===== src/rtl/fpu_pcx_sched_if.sv =====
// Bundle of requester, PCX issue and CPX return signals for the FPU PCX scheduler.
interface fpu_pcx_sched_if #(
  parameter int unsigned NREQ = 8
);
  logic [NREQ-1:0]    req_vld;
  logic [NREQ*8-1:0]  req_op;
  logic [NREQ*2-1:0]  req_cc;
  logic [NREQ*2-1:0]  req_rnd;
  logic [NREQ-1:0]    req_fp2;
  logic [NREQ*64-1:0] req_data;
  logic [NREQ-1:0]    req_ack;
  logic               pcx_fpio_data_rdy_px2;
  logic [123:0]       pcx_fpio_data_px2;
  logic [7:0]         fp_cpx_req_cq;
  logic [144:0]       fp_cpx_data_ca;
  logic [NREQ-1:0]    rsp_vld;
  logic [63:0]        rsp_data;
  logic [4:0]         rsp_flags;
  logic [2:0]         rsp_cc;
  logic [NREQ-1:0]    busy;
  logic [3:0]         credits;
  logic               err_unexp;

  modport slave (
    input  req_vld, req_op, req_cc, req_rnd, req_fp2, req_data, fp_cpx_req_cq, fp_cpx_data_ca,
    output req_ack, pcx_fpio_data_rdy_px2, pcx_fpio_data_px2, rsp_vld, rsp_data, rsp_flags,
           rsp_cc, busy, credits, err_unexp
  );

  modport master (
    output req_vld, req_op, req_cc, req_rnd, req_fp2, req_data, fp_cpx_req_cq, fp_cpx_data_ca,
    input  req_ack, pcx_fpio_data_rdy_px2, pcx_fpio_data_px2, rsp_vld, rsp_data, rsp_flags,
           rsp_cc, busy, credits, err_unexp
  );
endinterface


===== src/rtl/fpu_pcx_sched.sv =====
// Round-robin sharing of one FPU PCX port among NREQ requesters, with credit-limited
// in-flight ops and CPX result routing back to the issuing requester.
module fpu_pcx_sched #(
  parameter int unsigned NREQ    = 8,
  parameter int unsigned MAX_OUT = 4,
  parameter int unsigned GAP     = 1
) (
  input logic            gclk,
  input logic            arst_l,
  fpu_pcx_sched_if.slave bus
);
  typedef enum logic [1:0] {StIdle, StIssue, StHold} state_e;

  state_e          state_q, state_d;
  logic [2:0]      rr_q, rr_d, win_q, win_d, gap_q, gap_d;
  logic [123:0]    stage_q, stage_d, pkt_q, pkt_d;
  logic            rdy_q, rdy_d, err_q, err_d;
  logic [NREQ-1:0] ack_q, ack_d, busy_q, busy_d, rsp_vld_q, rsp_vld_d;
  logic [63:0]     rsp_data_q, rsp_data_d;
  logic [4:0]      rsp_flags_q, rsp_flags_d;
  logic [2:0]      rsp_cc_q, rsp_cc_d;
  logic [3:0]      credits_q, credits_d;
  logic [7:0]      cq_q, cq_d;

  logic [7:0]      elig, busy8, win_oh, ret_oh, fp2_8;
  logic [63:0]     op8;
  logic [15:0]     cc8, rnd8;
  logic [511:0]    data8;
  logic [2:0]      pick, ret_cpu;
  logic            found, ret_any, ret_ok, ret_inc, issue;
  int unsigned     idx;

  // Pad per-requester fields to 8 slots so every select index is exactly 3 bits wide.
  always_comb begin
    op8   = 64'(bus.req_op);
    cc8   = 16'(bus.req_cc);
    rnd8  = 16'(bus.req_rnd);
    data8 = 512'(bus.req_data);
    fp2_8 = 8'(bus.req_fp2);
    busy8 = 8'(busy_q);
    elig  = 8'(bus.req_vld & ~busy_q) & {8{credits_q != 4'd0}};
    found = 1'b0;
    pick  = 3'd0;
    idx   = 0;
    for (int unsigned off = 0; off < NREQ; off++) begin
      idx = (32'(rr_q) + off) % NREQ;
      if (!found && elig[idx[2:0]]) begin
        found = 1'b1;
        pick  = idx[2:0];
      end
    end
  end

  // Returns: lowest set CPU bit of the registered req_cq owns the packet on data_ca.
  always_comb begin
    ret_cpu = 3'd0;
    for (int i = 7; i >= 0; i--) begin
      if (cq_q[i]) ret_cpu = 3'(i);
    end
    ret_any = |cq_q;
    ret_ok  = ret_any && bus.fp_cpx_data_ca[144] && (bus.fp_cpx_data_ca[143:140] == 4'b1000)
              && (32'(ret_cpu) < NREQ) && busy8[ret_cpu];
    ret_oh  = 8'd1 << ret_cpu;
    win_oh  = 8'd1 << win_q;
    issue   = (state_q == StIssue);
    ret_inc = ret_ok && !((credits_q == 4'(MAX_OUT)) && !issue);
  end

  always_comb begin
    state_d     = state_q;
    rr_d        = rr_q;
    win_d       = win_q;
    gap_d       = gap_q;
    stage_d     = stage_q;
    pkt_d       = pkt_q;
    rdy_d       = 1'b0;
    ack_d       = '0;
    busy_d      = busy_q;
    rsp_vld_d   = '0;
    rsp_data_d  = rsp_data_q;
    rsp_flags_d = rsp_flags_q;
    rsp_cc_d    = rsp_cc_q;
    err_d       = err_q;
    cq_d        = bus.fp_cpx_req_cq;

    unique case (state_q)
      StIdle: begin
        if (found) begin
          win_d   = pick;
          stage_d = {1'b1, (fp2_8[pick] ? 5'b01011 : 5'b01010), 1'b0, pick, 2'b00, 8'b0, 24'b0,
                     op8[{pick, 3'b000} +: 8], 4'b0, cc8[{pick, 1'b0} +: 2],
                     rnd8[{pick, 1'b0} +: 2], data8[{pick, 6'b0} +: 64]};
          state_d = StIssue;
        end
      end
      StIssue: begin
        rdy_d  = 1'b1;
        ack_d  = NREQ'(win_oh);
        pkt_d  = stage_q;
        busy_d = busy_d | NREQ'(win_oh);
        rr_d   = (32'(win_q) == NREQ - 1) ? 3'd0 : win_q + 3'd1;
        if (GAP == 0) begin
          state_d = StIdle;
        end else begin
          state_d = StHold;
          gap_d   = 3'(GAP) - 3'd1;
        end
      end
      StHold: begin
        if (gap_q == 3'd0) state_d = StIdle;
        else               gap_d   = gap_q - 3'd1;
      end
      default: state_d = StIdle;
    endcase

    if (ret_ok) begin
      rsp_vld_d   = NREQ'(ret_oh);
      rsp_data_d  = bus.fp_cpx_data_ca[63:0];
      rsp_flags_d = bus.fp_cpx_data_ca[76:72];
      rsp_cc_d    = bus.fp_cpx_data_ca[69:67];
      busy_d      = busy_d & ~NREQ'(ret_oh);
    end
    if ((ret_any && !ret_ok) || (ret_ok && !ret_inc)) err_d = 1'b1;
    credits_d = credits_q + {3'b0, ret_inc} - {3'b0, issue};
  end

  always_ff @(posedge gclk or negedge arst_l) begin
    if (!arst_l) begin
      state_q     <= StIdle;
      rr_q        <= 3'd0;
      win_q       <= 3'd0;
      gap_q       <= 3'd0;
      stage_q     <= '0;
      pkt_q       <= '0;
      rdy_q       <= 1'b0;
      ack_q       <= '0;
      busy_q      <= '0;
      rsp_vld_q   <= '0;
      rsp_data_q  <= '0;
      rsp_flags_q <= '0;
      rsp_cc_q    <= '0;
      credits_q   <= 4'(MAX_OUT);
      err_q       <= 1'b0;
      cq_q        <= '0;
    end else begin
      state_q     <= state_d;
      rr_q        <= rr_d;
      win_q       <= win_d;
      gap_q       <= gap_d;
      stage_q     <= stage_d;
      pkt_q       <= pkt_d;
      rdy_q       <= rdy_d;
      ack_q       <= ack_d;
      busy_q      <= busy_d;
      rsp_vld_q   <= rsp_vld_d;
      rsp_data_q  <= rsp_data_d;
      rsp_flags_q <= rsp_flags_d;
      rsp_cc_q    <= rsp_cc_d;
      credits_q   <= credits_d;
      err_q       <= err_d;
      cq_q        <= cq_d;
    end
  end

  assign bus.req_ack               = ack_q;
  assign bus.pcx_fpio_data_rdy_px2 = rdy_q;
  assign bus.pcx_fpio_data_px2     = pkt_q;
  assign bus.rsp_vld               = rsp_vld_q;
  assign bus.rsp_data              = rsp_data_q;
  assign bus.rsp_flags             = rsp_flags_q;
  assign bus.rsp_cc                = rsp_cc_q;
  assign bus.busy                  = busy_q;
  assign bus.credits               = credits_q;
  assign bus.err_unexp             = err_q;
endmodule


===== src/flat_wrapper.sv =====
// flat-port wrapper written by rule: the top's interface ports become plain ports
module fpu_pcx_sched_flat 
#(
  parameter int unsigned NREQ    = 8,
  parameter int unsigned MAX_OUT = 4,
  parameter int unsigned GAP     = 1
)
  (gclk, arst_l, bus_req_vld, bus_req_op, bus_req_cc, bus_req_rnd, bus_req_fp2, bus_req_data, bus_fp_cpx_req_cq, bus_fp_cpx_data_ca, bus_req_ack, bus_pcx_fpio_data_rdy_px2, bus_pcx_fpio_data_px2, bus_rsp_vld, bus_rsp_data, bus_rsp_flags, bus_rsp_cc, bus_busy, bus_credits, bus_err_unexp);
  fpu_pcx_sched_if #(.NREQ(NREQ)) bus_i ();
  input logic gclk;
  input logic arst_l;
  input wire logic [$bits(bus_i.req_vld)-1:0] bus_req_vld;
  input wire logic [$bits(bus_i.req_op)-1:0] bus_req_op;
  input wire logic [$bits(bus_i.req_cc)-1:0] bus_req_cc;
  input wire logic [$bits(bus_i.req_rnd)-1:0] bus_req_rnd;
  input wire logic [$bits(bus_i.req_fp2)-1:0] bus_req_fp2;
  input wire logic [$bits(bus_i.req_data)-1:0] bus_req_data;
  input wire logic [$bits(bus_i.fp_cpx_req_cq)-1:0] bus_fp_cpx_req_cq;
  input wire logic [$bits(bus_i.fp_cpx_data_ca)-1:0] bus_fp_cpx_data_ca;
  output wire logic [$bits(bus_i.req_ack)-1:0] bus_req_ack;
  output wire logic [$bits(bus_i.pcx_fpio_data_rdy_px2)-1:0] bus_pcx_fpio_data_rdy_px2;
  output wire logic [$bits(bus_i.pcx_fpio_data_px2)-1:0] bus_pcx_fpio_data_px2;
  output wire logic [$bits(bus_i.rsp_vld)-1:0] bus_rsp_vld;
  output wire logic [$bits(bus_i.rsp_data)-1:0] bus_rsp_data;
  output wire logic [$bits(bus_i.rsp_flags)-1:0] bus_rsp_flags;
  output wire logic [$bits(bus_i.rsp_cc)-1:0] bus_rsp_cc;
  output wire logic [$bits(bus_i.busy)-1:0] bus_busy;
  output wire logic [$bits(bus_i.credits)-1:0] bus_credits;
  output wire logic [$bits(bus_i.err_unexp)-1:0] bus_err_unexp;
  assign bus_i.req_vld = bus_req_vld;
  assign bus_i.req_op = bus_req_op;
  assign bus_i.req_cc = bus_req_cc;
  assign bus_i.req_rnd = bus_req_rnd;
  assign bus_i.req_fp2 = bus_req_fp2;
  assign bus_i.req_data = bus_req_data;
  assign bus_i.fp_cpx_req_cq = bus_fp_cpx_req_cq;
  assign bus_i.fp_cpx_data_ca = bus_fp_cpx_data_ca;
  assign bus_req_ack = bus_i.req_ack;
  assign bus_pcx_fpio_data_rdy_px2 = bus_i.pcx_fpio_data_rdy_px2;
  assign bus_pcx_fpio_data_px2 = bus_i.pcx_fpio_data_px2;
  assign bus_rsp_vld = bus_i.rsp_vld;
  assign bus_rsp_data = bus_i.rsp_data;
  assign bus_rsp_flags = bus_i.rsp_flags;
  assign bus_rsp_cc = bus_i.rsp_cc;
  assign bus_busy = bus_i.busy;
  assign bus_credits = bus_i.credits;
  assign bus_err_unexp = bus_i.err_unexp;
  fpu_pcx_sched #(.NREQ(NREQ), .MAX_OUT(MAX_OUT), .GAP(GAP)) u_core (.gclk(gclk), .arst_l(arst_l), .bus(bus_i));
endmodule

===== config.mk =====
export PLATFORM = sky130hd
export DESIGN_NAME = fpu_pcx_sched_flat
export DESIGN_NICKNAME = d
export VERILOG_FILES = /design/src/rtl/fpu_pcx_sched_if.sv /design/src/rtl/fpu_pcx_sched.sv /design/src/flat_wrapper.sv
export SDC_FILE = /design/constraint.sdc
export NUM_CORES = 1
export LEC_CHECK = 0
export CAP_MARGIN = 20
export CORE_AREA = 2 2 394 396
export CTS_CLUSTER_DIAMETER = 50
export DETAILED_ROUTE_END_ITERATION = 12
export DIE_AREA = 0 0 396 398
export HOLD_SLACK_MARGIN = 0.06
export PLACE_DENSITY = 0.41
export SLEW_MARGIN = 40
export SYNTH_ARGS = -nofsm -noshare
export SYNTH_HDL_FRONTEND = slang
export SYNTH_SLANG_ARGS = --single-unit

===== constraint.sdc =====
create_clock -name gclk -period 3.95 [get_ports gclk]
set_input_delay 0.5925 -clock gclk [delete_from_list [all_inputs] [get_ports gclk]]
set_output_delay 0.5925 -clock gclk [all_outputs]
set_load 0.005 [all_outputs]

==> results.rst, run 1 <==
.. list-table::
   :header-rows: 1

   * - Metric
     - Value
   * - Result of the run
     - finished clean
   * - Arrival time reported for the critical path endpoint
     - 4.36 ns
   * - I/O pin count
     - 1,005
   * - Vert. Die Dim
     - 398 microns
   * - Number of placement rows
     - 144
   * - Max-slew violation total from the final report
     - 0
   * - Worst clock skew on the final layout
     - 0.05835 ns
   * - Library cell used as clock root buffer
     - clkbuf_16
   * - Sequential-to-total area share from yosys stat
     - 41.46%
   * - Share of post-route cells with drive strength above 1
     - 19.50%
   * - Number of synthesis warnings
     - 0
   * - Path category of the worst min-delay check
     - in2reg
   * - Mean Syn Cell Area
     - 9.721 sq um
   * - Crit path required time
     - 4.48 ns
   * - Number of flops mapped to enable cells by yosys
     - 0
   * - Worst Setup Slack, final
     - 0.1243 ns
   * - Clock sink total
     - 280
   * - Hold Violations, Final
     - 0
   * - Ordered list of cells on the worst path
     - or3b_4 -> and2_4 -> mux4_2 -> a31oi_4 -> a31oi_1 -> buf_4 -> a211o_4 -> nand2_8 -> buf_12 -> buf_12 -> mux2i_2 -> buf_4 -> mux2i_1 -> o221a_2
   * - Summed area of non-filler cells in the final layout
     - 32,470 sq um
   * - Placed inst area
     - 29,840 sq um
   * - Startpoint kind of the worst setup timing path
     - flip-flop
   * - Worst-margin pin slew
     - 0.7275 ns
   * - Residual overflow from global routing
     - 0
   * - LEAKAGE
     - 13.72 nW
   * - Cts bufs inserted
     - 58
   * - Post-route ant nets
     - 0
   * - Synthesized instance count
     - 1,739
   * - Max-cap violation count
     - 0
   * - Placement Setup Slack
     - -0.8062 ns
   * - RD Place Congestion
     - 0.8275
   * - Average vias per placed instance
     - 3.668
   * - Cell with the biggest individual delay on the critical path
     - mux4_2
   * - Crit path max fanout
     - 11
   * - Die W
     - 396 microns
   * - Clock network latency to the later pin of the worst-skew pair
     - 0.67 ns
   * - Final HPWL DP
     - 94,240 microns
   * - Placeable core area
     - 153,300 sq um
   * - Share of flip-flops with an asynchronous set or reset after synthesis
     - 100.0%
   * - First-pass detailed-route iteration total
     - 5
   * - Die area
     - 157,600 sq um
   * - Unrepaired setup endpoints after global routing
     - true
   * - Synthesized area
     - 16,900 sq um
   * - CTS H-tree depth
     - 2
   * - Clock period minus final worst setup slack
     - 3.826 ns
   * - Post-route DRC
     - 0
   * - Global Route Usage Sum
     - 13.87%
   * - Number of filler cells placed in the layout
     - 16,812
   * - Number of nets in the layout
     - 3,613
   * - Total of flip-flops plus latches after synthesis
     - 280
   * - Number of design-rule violations left by the first detailed-router iteration
     - 1,012
   * - Clock tree buffer depth
     - 3
   * - Post-DR wirelength/cell
     - 23.53 microns
   * - Vias in the first global route
     - 18,310
   * - Count of port buffers added during placement
     - 895
   * - Period Utilization, post-route
     - 96.85%
   * - CTS tree
     - done
   * - Worst slew slack as a fraction of its limit
     - 51.35%
   * - Vias after detailed routing
     - 18,026
   * - Max incr delay on CP
     - 0.53 ns
   * - Area growth from synthesis to layout
     - 92.08%
   * - Maximum number of pins on one net before global-route repair
     - 77
   * - Effective utilization at floorplan
     - 11.03%
   * - Number of failing setup endpoints in the final timing report
     - 0
   * - Wire length of the first global-routing pass
     - 152,800 microns
   * - Fmax
     - 261.4 MHz
   * - Worst vdd ir
     - 0.5691 mV
   * - P per Cell Area
     - 1204 nW/um^2
   * - Kind of end point of the critical path
     - flip-flop
   * - Clock transition at the register clock pins on the worst setup and hold paths after CTS
     - 0.06 ns
   * - Number of antenna violations at the first check in global routing
     - 45
   * - Distinct cell type count after synthesis
     - 76
   * - Detailed-route wire length
     - 115,600 microns
   * - Most instantiated flip-flop cell in the synthesis netlist
     - dfrtp_1
   * - WS Path Type
     - reg2reg
## metal layers
layer	share of wire (%)	global-route usage (%)	vias to the layer above	wire [microns]
li1	-	-	8376	-
met1	42	17.56	8686	49110
met2	48	23.23	788	55080
met3	7.9	4.140	152	9139
met4	1.9	2.791	24	2169
met5	0.13	0	-	151
## cell usage after synthesis, types with 4 or more instances
cell      count  area [sq um]
o211ai_1     34         255.2
buf_2        37         185.2
nor4b_1       4         35.03
nand3b_1      4         30.03
buf_6         7         78.83
a211o_1       6         52.55
buf_4        54         405.4
a32oi_1      47         411.6
nor3_1        7         35.03
nor2b_1      11         68.82
inv_1        24         90.09
nand2_1     451          1693
o221a_2      45         506.7
a211oi_1      6         45.04
and2_1        6         37.54
clkbuf_1     73         274.0
mux2_2       74         833.3
nand2b_1     10         62.56
a22o_1       35         306.5
a31oi_1       4         25.02
o21ai_0      16         80.08
nor2_1       36         135.1
mux4_2        7         157.7
mux2i_1     251          2512
a21oi_1      76         380.4
a221o_1      31         310.3
and3_1        8         50.05
dfrtp_1     279          6982
ha_1         16         200.2
nand3_1       7         35.03
## sequential cells by signal (all words and copies together) (netlist names)
register	flops
u_core.bus.pcx_fpio_data_px2	81
u_core.stage_q	79
u_core.bus.rsp_data	64
u_core.bus.busy	8
u_core.bus.req_ack	8
u_core.bus.rsp_vld	8
u_core.cq_q	8
u_core.bus.rsp_flags	5
u_core.bus.credits	4
u_core.bus.rsp_cc	3
u_core.gap_q	3
u_core.rr_q	3
u_core.state_q	2
u_core.win_q	2
u_core.bus.err_unexp	1
u_core.bus.pcx_fpio_data_rdy_px2	1
## cells in the final DEF (no fill, tap or decap), types with 5 or more instances in the layout
cell type / synthesis / final
buf_4: 54 / 219
o221a_2: 45 / 45
mux4_2: 7 / 7
nand2_1: 451 / 448
bufinv_16: 0 / 6
a22o_1: 35 / 35
mux2_2: 74 / 74
nor2b_1: 11 / 11
clkbuf_16: 0 / 62
clkbuf_8: 0 / 6
clkinv_4: 0 / 9
ha_1: 16 / 15
clkdlybuf4s50_1: 0 / 894
clkbuf_1: 73 / 5
o211ai_1: 34 / 34
nor3_1: 7 / 7
nand2b_1: 10 / 10
a32oi_1: 47 / 47
inv_1: 24 / 21
o21ai_0: 16 / 16
clkinvlp_4: 0 / 5
nand3_1: 7 / 7
buf_12: 0 / 25
inv_6: 0 / 8
a221o_1: 31 / 30
a211oi_1: 6 / 6
mux2i_1: 251 / 216
and3_1: 8 / 8
mux2i_2: 0 / 21
mux2i_4: 0 / 14
nor2_1: 36 / 36
dfrtp_1: 279 / 277
conb_1: 1 / 41
clkinv_2: 0 / 9
a21oi_1: 76 / 75
## worst max-delay path, delay by kind of cell, from the launching register on
kind / cells / cell delay, ns
flops: 1 / 0.44
compound gates: 4 / 0.86
simple gates: 3 / 0.73
buf+inv: 4 / 0.70
mux: 3 / 0.94
## stage by stage
stage | TNS, ns | power [mW] | instances | hold slack (ns) | utilization (%)
2_1_floorplan | 0 | 19.35 | 1779 | 0.2969 | -
3_3_place_gp | -36.03 | 32.94 | 4786 | 0.4540 | 19.46
3_5_place_dp | -36.80 | 32.96 | 4786 | 0.4514 | 19.46
4_1_cts | -0.1847 | 38.79 | 4898 | 0.2845 | 20.91
5_1_grt | -0.1727 | 41.80 | 4913 | 0.3003 | 21.17
6_report | 0 | 39.11 | 4915 | 0.3634 | 21.18
## repair_timing
action	in CTS	in global routing
setup buffers	1	8
hold buffers	1	0
gates resized for setup	27	45
cloned	0	4
endpoints found under the setup margin	63	75
hold endpoints to repair	69	0
pin swaps	1	3
## area by class of cell
cell class	count	area, sq um	share of cell area (%)
clock buffer	69	1553	4.782
sequential	280	7010	21.59
multi-input combinational	1300	9368	28.85
inverter	25	96.34	0.2967
tap	2044	2557	7.876
timing repair buffer	1152	11370	35.03
antenna	4	10.01	0.03083
clock inverter	41	503.0	1.549
## logic make-up after synthesis
group,share of synthesized area [%]
buf+inv,6.225
simple gates,14.26
fa+ha+maj,1.303
other cells,0.02218
xor+xnor,0.3553
mux,20.72
flops,41.46
compound gates,15.65
## worst paths after layout
kind	startpoint	slack [ns]	end	depth (start not counted)
worst max register to register	u_core.rr_q[0]$_DFFE_PN0P_	0.12	u_core.stage_q[55]$_DFFE_PN0P_	14
worst max-delay path	u_core.rr_q[0]$_DFFE_PN0P_	0.12	u_core.stage_q[55]$_DFFE_PN0P_	14
max in group asynchronous	arst_l	2.52	u_core.stage_q[37]$_DFFE_PN0P_	3
min in group asynchronous	arst_l	0.55	u_core.bus.rsp_data[27]$_DFFE_PN0N_	2
worst min-delay path	bus_fp_cpx_req_cq[7]	0.36	u_core.cq_q[7]$_DFF_PN0_	1
worst min register to register	u_core.stage_q[60]$_DFFE_PN0P_	0.46	u_core.bus.pcx_fpio_data_px2[60]$_DFFE_PN0P_	2
## report_power, final
group | leakage, nW | switching, mW | total [mW] | internal [mW]
logic | 9.34 | 15.2 | 28.9 | 13.7
clock network | 0.997 | 1.96 | 5.21 | 3.25
registers | 3.39 | 0.775 | 5.00 | 4.22
(Power assumes the default switching activity.)
==> run 2: changes to the inputs <==
==> constraint.sdc (replaced) <==
create_clock -name gclk -period 3.95 [get_ports gclk]
set_input_delay 0.5925 -clock gclk [delete_from_list [all_inputs] [get_ports gclk]]
set_output_delay 0.5925 -clock gclk [all_outputs]
set_load 0.02 [all_outputs]
==> results.rst, run 2 (synthesized netlist as in run 1, its figures left out) <==
.. list-table::
   :header-rows: 1

   * - Metric
     - Value
   * - Result of the run
     - finished clean (unchanged)
   * - Detailed-route wire length
     - 116,000 microns (was 115,600 microns)
   * - Summed area of non-filler cells in the final layout
     - 32,670 sq um (was 32,470 sq um)
   * - Clock network latency to the later pin of the worst-skew pair
     - 0.66 ns (was 0.67 ns)
   * - Clock sink total
     - 280 (unchanged)
   * - First-pass detailed-route iteration total
     - 5 (unchanged)
   * - Number of design-rule violations left by the first detailed-router iteration
     - 986 (was 1,012)
   * - Crit path launch
     - u_core.rr_q[0]$_DFFE_PN0P_ (unchanged)
   * - Cell with the biggest individual delay on the critical path
     - mux4_2 (unchanged)
   * - Post-DR wirelength/cell
     - 23.52 microns (was 23.53 microns)
   * - Worst Setup Slack, final
     - 0.03201 ns (was 0.1243 ns)
   * - Period Utilization, post-route
     - 99.19% (was 96.85%)
   * - RD Place Congestion
     - 0.8275 (unchanged)
   * - Met2 usage in global routing
     - 22.63% (was 23.23%)
   * - Buf+Inv Stages, Crit Path
     - 5 (was 4)
   * - LEAKAGE
     - 13.83 nW (was 13.72 nW)
   * - Wire length of the first global-routing pass
     - 152,700 microns (was 152,800 microns)
   * - Final HPWL DP
     - 94,330 microns (was 94,240 microns)
   * - Layout Cells excl Fill
     - 4,934 (was 4,915)
   * - Share of post-route cells with drive strength above 1
     - 19.89% (was 19.50%)
   * - Die area
     - 157,600 sq um (unchanged)
   * - I/O pin count
     - 1,005 (unchanged)
   * - Net Sw Power
     - 18.99 mW (was 17.94 mW)
   * - Kind of end point of the critical path
     - flip-flop (unchanged)
   * - Max incr delay on CP
     - 0.52 ns (was 0.53 ns)
   * - Number of placement rows
     - 144 (unchanged)
   * - Count of port buffers added during placement
     - 895 (unchanged)
   * - Hold Violations, Final
     - 0 (unchanged)
   * - Effective utilization at floorplan
     - 11.03% (unchanged)
   * - Worst slew slack as a fraction of its limit
     - 52.25% (was 51.35%)
   * - Max FFs per register
     - 81 (unchanged)
   * - Startpoint kind of the worst setup timing path
     - flip-flop (unchanged)
   * - Number of failing setup endpoints in the final timing report
     - 0 (unchanged)
   * - Startpoint of the worst hold path
     - bus_fp_cpx_req_cq[6] (was bus_fp_cpx_req_cq[7])
   * - FF-to-FF Start
     - u_core.rr_q[0]$_DFFE_PN0P_ (unchanged)
   * - Maximum number of pins on one net before global-route repair
     - 77 (unchanged)
   * - Fmax
     - 255.2 MHz (was 261.4 MHz)
   * - Grt met1 use
     - 17.20% (was 17.56%)
   * - Gate family responsible for the most delay along the worst path
     - multiplexers (unchanged)
   * - Max-cap violation count
     - 0 (unchanged)
   * - Average vias per placed instance
     - 3.667 (was 3.668)
   * - Worst vdd ir
     - 0.6059 mV (was 0.5691 mV)
   * - Int Power
     - 21.68 mW (was 21.17 mW)
   * - Post-route ant nets
     - 0 (unchanged)
   * - Clock transition at the register clock pins on the worst setup and hold paths after CTS
     - 0.06 ns (about the same)
   * - Path category of the worst min-delay check
     - in2reg (unchanged)
   * - Sum Neg Setup Slack
     - 0 ns (unchanged)
   * - Routing layer with the top usage in global route
     - met2 (unchanged)
   * - Vias in the first global route
     - 18,586 (was 18,310)
   * - Most common library cell in the layout ignoring fill and taps
     - clkdlybuf4s50_1 (unchanged)
   * - Die W
     - 396 microns (unchanged)
   * - Worst clock skew on the final layout
     - 0.03978 ns (was 0.05835 ns)
   * - Worst-margin pin slew
     - 0.7162 ns (was 0.7275 ns)
   * - Residual overflow from global routing
     - 0 (unchanged)
   * - Clock tree buffer depth
     - 3 (unchanged)
   * - Clock period minus final worst setup slack
     - 3.918 ns (was 3.826 ns)
   * - Ordered list of cells on the worst path
     - or3b_4 -> and2_4 -> mux4_2 -> a31oi_4 -> a31oi_2 -> buf_4 -> a211o_1 -> nand2_4 -> buf_12 -> buf_16 -> clkbuf_16 -> buf_4 -> mux2i_1 -> a32oi_1 -> o221a_2 (was or3b_4 -> and2_4 -> mux4_2 -> a31oi_4 -> a31oi_1 -> buf_4 -> a211o_4 -> nand2_8 -> buf_12 -> buf_12 -> mux2i_2 -> buf_4 -> mux2i_1 -> o221a_2)
   * - Placeable core area
     - 153,300 sq um (unchanged)
   * - Part of the total power dissipated in the clock network
     - 13.2% (was 13.3%)
   * - CTS tree
     - done (unchanged)
   * - Cts bufs inserted
     - 59 (was 58)
   * - Top cell by count, worst path
     - buf_4
   * - Number of antenna violations at the first check in global routing
     - 54 (was 45)
   * - Post-route DRC
     - 0 (unchanged)
   * - Placed Cells
     - 4,786 (unchanged)
   * - Crit path max fanout
     - 8 (was 11)
   * - Vias after detailed routing
     - 18,092 (was 18,026)
   * - CTS H-tree depth
     - 2 (unchanged)
   * - Depth of the worst register-to-register path
     - 15 (was 14)
   * - Placed inst area
     - 29,830 sq um (was 29,840 sq um)
   * - Design Power
     - 40.67 mW (was 39.11 mW)
   * - Global Route Usage Sum
     - 13.88% (was 13.87%)
   * - Placement Setup Slack
     - -0.7756 ns (was -0.8062 ns)
   * - Area growth from synthesis to layout
     - 93.25% (was 92.08%)
   * - Crit path required time
     - 4.47 ns (was 4.48 ns)
   * - Proportion of power drawn by combinational gates
     - 74.5% (was 73.9%)
   * - Vert. Die Dim
     - 398 microns (unchanged)
   * - Library cell used as clock root buffer
     - clkbuf_16 (unchanged)
   * - Number of nets in the layout
     - 3,623 (was 3,613)
   * - Sequential cell fraction of total power
     - 12.3% (was 12.8%)
   * - Max-slew violation total from the final report
     - 0 (unchanged)
   * - Crit path depth
     - 15 (was 14)
   * - Fraction of power spent switching nets
     - 46.70% (was 45.87%)
   * - Arrival time reported for the critical path endpoint
     - 4.44 ns (was 4.36 ns)
   * - Most used cells in the layout excluding fill and tap cells
     - clkdlybuf4s50_1, nand2_1, dfrtp_1 (unchanged)
   * - Met3 GRT Util
     - 4.561% (was 4.140%)
   * - WS Path Type
     - reg2reg (unchanged)
   * - Depth of the worst hold-timing path
     - 1 (unchanged)
   * - P per Cell Area
     - 1245 nW/um^2 (was 1204 nW/um^2)
[run 2: changes by cell type in the layout (fill, tap and decap cells not counted), sizes merged]
cell / delta
bufinv: +2
diode: +10
clkdlybuf4s50: -2
buf: +10
inv: -2
clkinv: +1
[run 2: path summary, 6_finish.rpt]
check	endpoint	slack [ns]
worst max-delay path	u_core.stage_q[12]$_DFFE_PN0P_	0.03
worst min-delay path	u_core.cq_q[6]$_DFF_PN0_	0.37
worst min register to register	u_core.bus.pcx_fpio_data_px2[22]$_DFFE_PN0P_	0.47
max in group asynchronous	u_core.stage_q[37]$_DFFE_PN0P_	2.52
min in group asynchronous	u_core.bus.rsp_data[27]$_DFFE_PN0N_	0.54
worst max register to register	u_core.stage_q[12]$_DFFE_PN0P_	0.03
[run 2: cell type report]
cell class	count	area (sq um)
well taps	2044	2557
multi-input cells	1300	9346
fillers	16862	120700
clock inverters	42	548.0
diodes	14	35.03
inverters	25	96.34
repair buffers	1161	11500
clock buffers	68	1570
flip-flops and latches	280	7010
[run 2: through the flow]
step	util, %	hold WS (ns)
floorplan	-	0.2969
global placement	19.46	0.4540
detailed placement	19.46	0.4553
CTS	20.92	0.2880
global route	21.30	0.3113
finish	21.31	0.3730
[run 2: layer usage]
metal	part of all wire, %	vias to the layer above
met3	8.4	180
met1	42	8670
met4	2.9	26
met5	0.12	-
met2	47	809
li1	-	8407
[run 2: power by group through the flow]
| stage | registers [mW] | clock network (mW) | logic [mW] |
|---|---|---|---|
| 2_1_floorplan | 5.72 | 0 | 14.5 |
| 3_3_place_gp | 5.03 | 0 | 28.8 |
| 3_5_place_dp | 5.02 | 0 | 28.8 |
| 4_1_cts | 5.01 | 5.56 | 29.2 |
| 5_1_grt | 5.15 | 5.67 | 32.5 |
| 6_report | 4.99 | 5.37 | 30.3 |
[run 2: what timing repair did]
action | 4_1_cts | 5_1_grt
hold buffers | 1 | 0
hold endpoints to repair | 69 | 0
gates resized for setup | 20 | 53
endpoints found under the setup margin | 63 | 72
gates cloned | 0 | 5
setup buffers | 1 | 16
pin swaps | 1 | 3
==> run 3: changes to the inputs <==
--- a/config.mk
+++ b/config.mk
@@ -5,6 +5,7 @@
 export SDC_FILE = /design/constraint.sdc
 export NUM_CORES = 1
 export LEC_CHECK = 0
+export ABC_AREA = 1
 export CAP_MARGIN = 20
 export CORE_AREA = 2 2 394 396
 export CTS_CLUSTER_DIAMETER = 50
@@ -12,6 +13,7 @@
 export DIE_AREA = 0 0 396 398
 export HOLD_SLACK_MARGIN = 0.06
 export PLACE_DENSITY = 0.41
+export RECOVER_POWER = 100
 export SLEW_MARGIN = 40
 export SYNTH_ARGS = -nofsm -noshare
 export SYNTH_HDL_FRONTEND = slang
==> results.rst, run 3 <==
.. list-table::
   :header-rows: 1

   * - Metric
     - Value
   * - Result of the run
     - complete, but fails checks (was finished clean)
   * - Violations in the final reports
     - capacitance limit, slew limit
   * - Wire length of the first global-routing pass
     - 164,800 microns (was 152,700 microns)
   * - Cts bufs inserted
     - 55 (was 59)
   * - Sequential-to-total area share from yosys stat
     - 39.17% (was 41.46%)
   * - Effective utilization at floorplan
     - 11.67% (was 11.03%)
   * - CTS tree
     - done (unchanged)
   * - Vias after detailed routing
     - 21,828 (was 18,092)
   * - Post-route ant nets
     - 0 (unchanged)
   * - Share of post-route cells with drive strength above 1
     - 7.735% (was 19.89%)
   * - Final Util
     - 20.72% (was 21.31%)
   * - Number of filler cells placed in the layout
     - 17,253 (was 16,862)
   * - Detailed-route wire length
     - 121,100 microns (was 116,000 microns)
   * - Placeable core area
     - 153,300 sq um (unchanged)
   * - Die W
     - 396 microns (unchanged)
   * - Placement Setup Slack
     - -0.07327 ns (was -0.7756 ns)
   * - Library cell used as clock root buffer
     - clkbuf_16 (unchanged)
   * - Global Route Usage Sum
     - 14.57% (was 13.88%)
   * - Area share of the largest cell type after synthesis
     - 39.02% (was 41.30%)
   * - Cell with the most instances after synthesis
     - nand2_1 (unchanged)
   * - Mean Syn Cell Area
     - 6.744 sq um (was 9.721 sq um)
   * - Final worst hold slack
     - 0.4431 ns (was 0.3730 ns)
   * - Total of flip-flops plus latches after synthesis
     - 280 (unchanged)
   * - Top cells by area, synth
     - dfrtp_1, nand3_1, nand2_1 (was dfrtp_1, mux2i_1, nand2_1)
   * - WS Path Type
     - reg2reg (unchanged)
   * - Clock sink total
     - 280 (unchanged)
   * - Clock transition at the register clock pins on the worst setup and hold paths after CTS
     - 0.06 ns (about the same)
   * - Unrepaired setup endpoints after global routing
     - false
   * - Most used cells in the layout excluding fill and tap cells
     - nand2_1, nand3_1, clkdlybuf4s50_1 (was clkdlybuf4s50_1, nand2_1, dfrtp_1)
   * - Max-slew violation total from the final report
     - 160 (was 0)
   * - Worst-margin pin slew
     - 2.264 ns (was 0.7162 ns)
   * - Final HPWL DP
     - 96,730 microns (was 94,330 microns)
   * - Kind of end point of the critical path
     - flip-flop (unchanged)
   * - Number of flops mapped to enable cells by yosys
     - 0 (unchanged)
   * - Die area
     - 157,600 sq um (unchanged)
   * - Area growth from synthesis to layout
     - 77.61% (was 93.25%)
   * - Hold Violations, Final
     - 0 (unchanged)
   * - Number of failing setup endpoints in the final timing report
     - 0 (unchanged)
   * - Most common library cell in the layout ignoring fill and taps
     - nand2_1 (was clkdlybuf4s50_1)
   * - Post-route DRC
     - 0 (unchanged)
   * - Post-DR wirelength/cell
     - 21.36 microns (was 23.52 microns)
   * - Clock network latency to the later pin of the worst-skew pair
     - 0.64 ns (was 0.66 ns)
   * - Maximum number of pins on one net before global-route repair
     - 76 (was 77)
   * - RD Place Congestion
     - 0.8547 (was 0.8275)
   * - Residual overflow from global routing
     - 0 (unchanged)
   * - Vert. Die Dim
     - 398 microns (unchanged)
   * - Average vias per placed instance
     - 3.851 (was 3.667)
   * - Sum Neg Setup Slack
     - 0 ns (unchanged)
   * - CTS H-tree depth
     - 2 (unchanged)
   * - Crit path required time
     - 4.47 ns (about the same)
   * - Most instantiated flip-flop cell in the synthesis netlist
     - dfrtp_1 (unchanged)
   * - Startpoint kind of the worst setup timing path
     - flip-flop (unchanged)
   * - Number of synthesis warnings
     - 0 (unchanged)
   * - Area taken by multi-input logic gates
     - 9356 sq um (was 9346 sq um)
   * - I/O pin count
     - 1,005 (unchanged)
   * - Number of antenna violations at the first check in global routing
     - 42 (was 54)
   * - Clock period minus final worst setup slack
     - 3.657 ns (was 3.918 ns)
   * - Library cell occupying the most area in the post-synthesis netlist
     - dfrtp_1 (unchanged)
   * - Vias in the first global route
     - 21,711 (was 18,586)
   * - FF-to-FF setup slack
     - 0.29 ns (was 0.03 ns)
   * - Area used by sequential logic in the layout
     - 7008 sq um (was 7010 sq um)
   * - Worst clock skew on the final layout
     - 0.03922 ns (was 0.03978 ns)
   * - Worst Setup Slack, final
     - 0.2926 ns (was 0.03201 ns)
   * - Synthesized area
     - 17,890 sq um (was 16,900 sq um)
   * - Count of port buffers added during placement
     - 895 (unchanged)
   * - Clock tree buffer depth
     - 3 (unchanged)
   * - Number of placement rows
     - 144 (unchanged)
   * - Fmax
     - 273.4 MHz (was 255.2 MHz)
   * - Worst slew slack as a fraction of its limit
     - -50.93% (was 52.25%)
   * - Share of flip-flops with an asynchronous set or reset after synthesis
     - 100.0% (unchanged)
   * - Number of design-rule violations left by the first detailed-router iteration
     - 1,747 (was 986)
   * - Period Utilization, post-route
     - 92.59% (was 99.19%)
   * - Distinct cell type count after synthesis
     - 38 (was 76)
   * - Max FFs per register
     - 81 (unchanged)
   * - Top cells by count, synth
     - nand2_1, nand3_1, dfrtp_1, buf_4, buf_2 (was nand2_1, dfrtp_1, mux2i_1, a21oi_1, mux2_2)
   * - Arrival time reported for the critical path endpoint
     - 4.18 ns (was 4.44 ns)
   * - Number of nets in the layout
     - 4,357 (was 3,623)
   * - Synthesized instance count
     - 2,653 (was 1,739)
   * - First-pass detailed-route iteration total
     - 6 (was 5)
   * - Max-cap violation count
     - 3 (was 0)
   * - Path category of the worst min-delay check
     - reg2reg (was in2reg)
   * - Crit path max fanout
     - 19 (was 8)
-- run 3: cell count changes after synthesis, sizes merged, moves of 34 or more --
cell | previous run | this run
nand3 | 7 | 836
nand2 | 451 | 1087
mux2i | 251 | 0
buf | 100 | 193
mux2 | 74 | 0
a21oi | 76 | 6
a32oi | 47 | 0
o221a | 45 | 0
inv | 24 | 62
a22o | 35 | 0
o211ai | 34 | 0
-- run 3: cells by family after synthesis --
group | Yosys count | share of synthesized area [%]
AOI/OAI and AO/OA | 30 | 0.9651
xor gates and xnor gates | 6 | 0.2937
adders and majority gates | 17 | 1.231
buffers and inverters | 312 | 9.868
DFF | 280 | 39.17
other | 1 | 0.02096
and+or+nand+nor | 2007 | 48.45
-- run 3: what timing repair did --
action | CTS | global route
resized for setup | 0 | 5
hold endpoints to repair | 70 | 0
buffers inserted | 0 | 3
hold buffers | 1 | 0
endpoints found under the setup margin | 0 | 41
-- run 3: per-stage QoR --
stage | instance area, sq um | cells
6_report | 31780 | 5668
5_1_grt | 31760 | 5660
4_1_cts | 31770 | 5647
3_5_place_dp | 29810 | 5543
3_3_place_gp | 29800 | 5542
2_1_floorplan | 18040 | 2693
-- run 3: cell type report --
cell class              instances  area share (%)
flip-flops and latches        280           22.05
inverters                      63          0.7600
clock inverters                42           1.693
diodes                         17          0.1339
well taps                    2044           8.048
repair buffers               1060           33.43
clock buffers                  61           4.434
multi-input cells            2101           29.45
-- run 3: routing by layer --
metal	track usage, %	wire (microns)	vias to the layer above
met2	25.12	59700	894
met5	0	150	-
met3	5.020	10850	167
met4	4.665	3316	26
met1	16.82	47060	10288
li1	-	-	10453
-- run 3: final timing paths --
kind	start	end	cells after the start
max in group asynchronous	arst_l	u_core.stage_q[45]$_DFFE_PN0P_	3
min in group asynchronous	arst_l	u_core.bus.rsp_data[4]$_DFFE_PN0N_	2
max reg2reg	u_core.rr_q[1]$_DFFE_PN0P_	u_core.stage_q[52]$_DFFE_PN0P_	23
min	u_core.stage_q[121]$_DFFE_PN0P_	u_core.stage_q[121]$_DFFE_PN0P_	2
max	u_core.rr_q[1]$_DFFE_PN0P_	u_core.stage_q[52]$_DFFE_PN0P_	23
min reg2reg	u_core.stage_q[121]$_DFFE_PN0P_	u_core.stage_q[121]$_DFFE_PN0P_	2
-- run 3: worst max-delay path, stage by stage, from the launching register on --
cell,delay (ns)
dfrtp_1,0.35
clkinv_1,0.08
ha_1,0.40
inv_1,0.20
nand3_1,0.13
nand3_1,0.10
nand2_2,0.10
nor2_4,0.15
nand4_2,0.14
nor2_4,0.18
nand3_4,0.13
clkbuf_1,0.14
nor2_4,0.11
inv_1,0.08
o21ai_4,0.08
buf_12,0.13
buf_6,0.13
clkbuf_16,0.23
clkbuf_1,0.18
nand3_1,0.16
nand3_1,0.12
nand2_1,0.06
nand2_1,0.06
nand2_1,0.05
Power of run 3 is not shown: default switching activity piles up to over one toggle a cycle in this logic, so the estimate is an artifact.
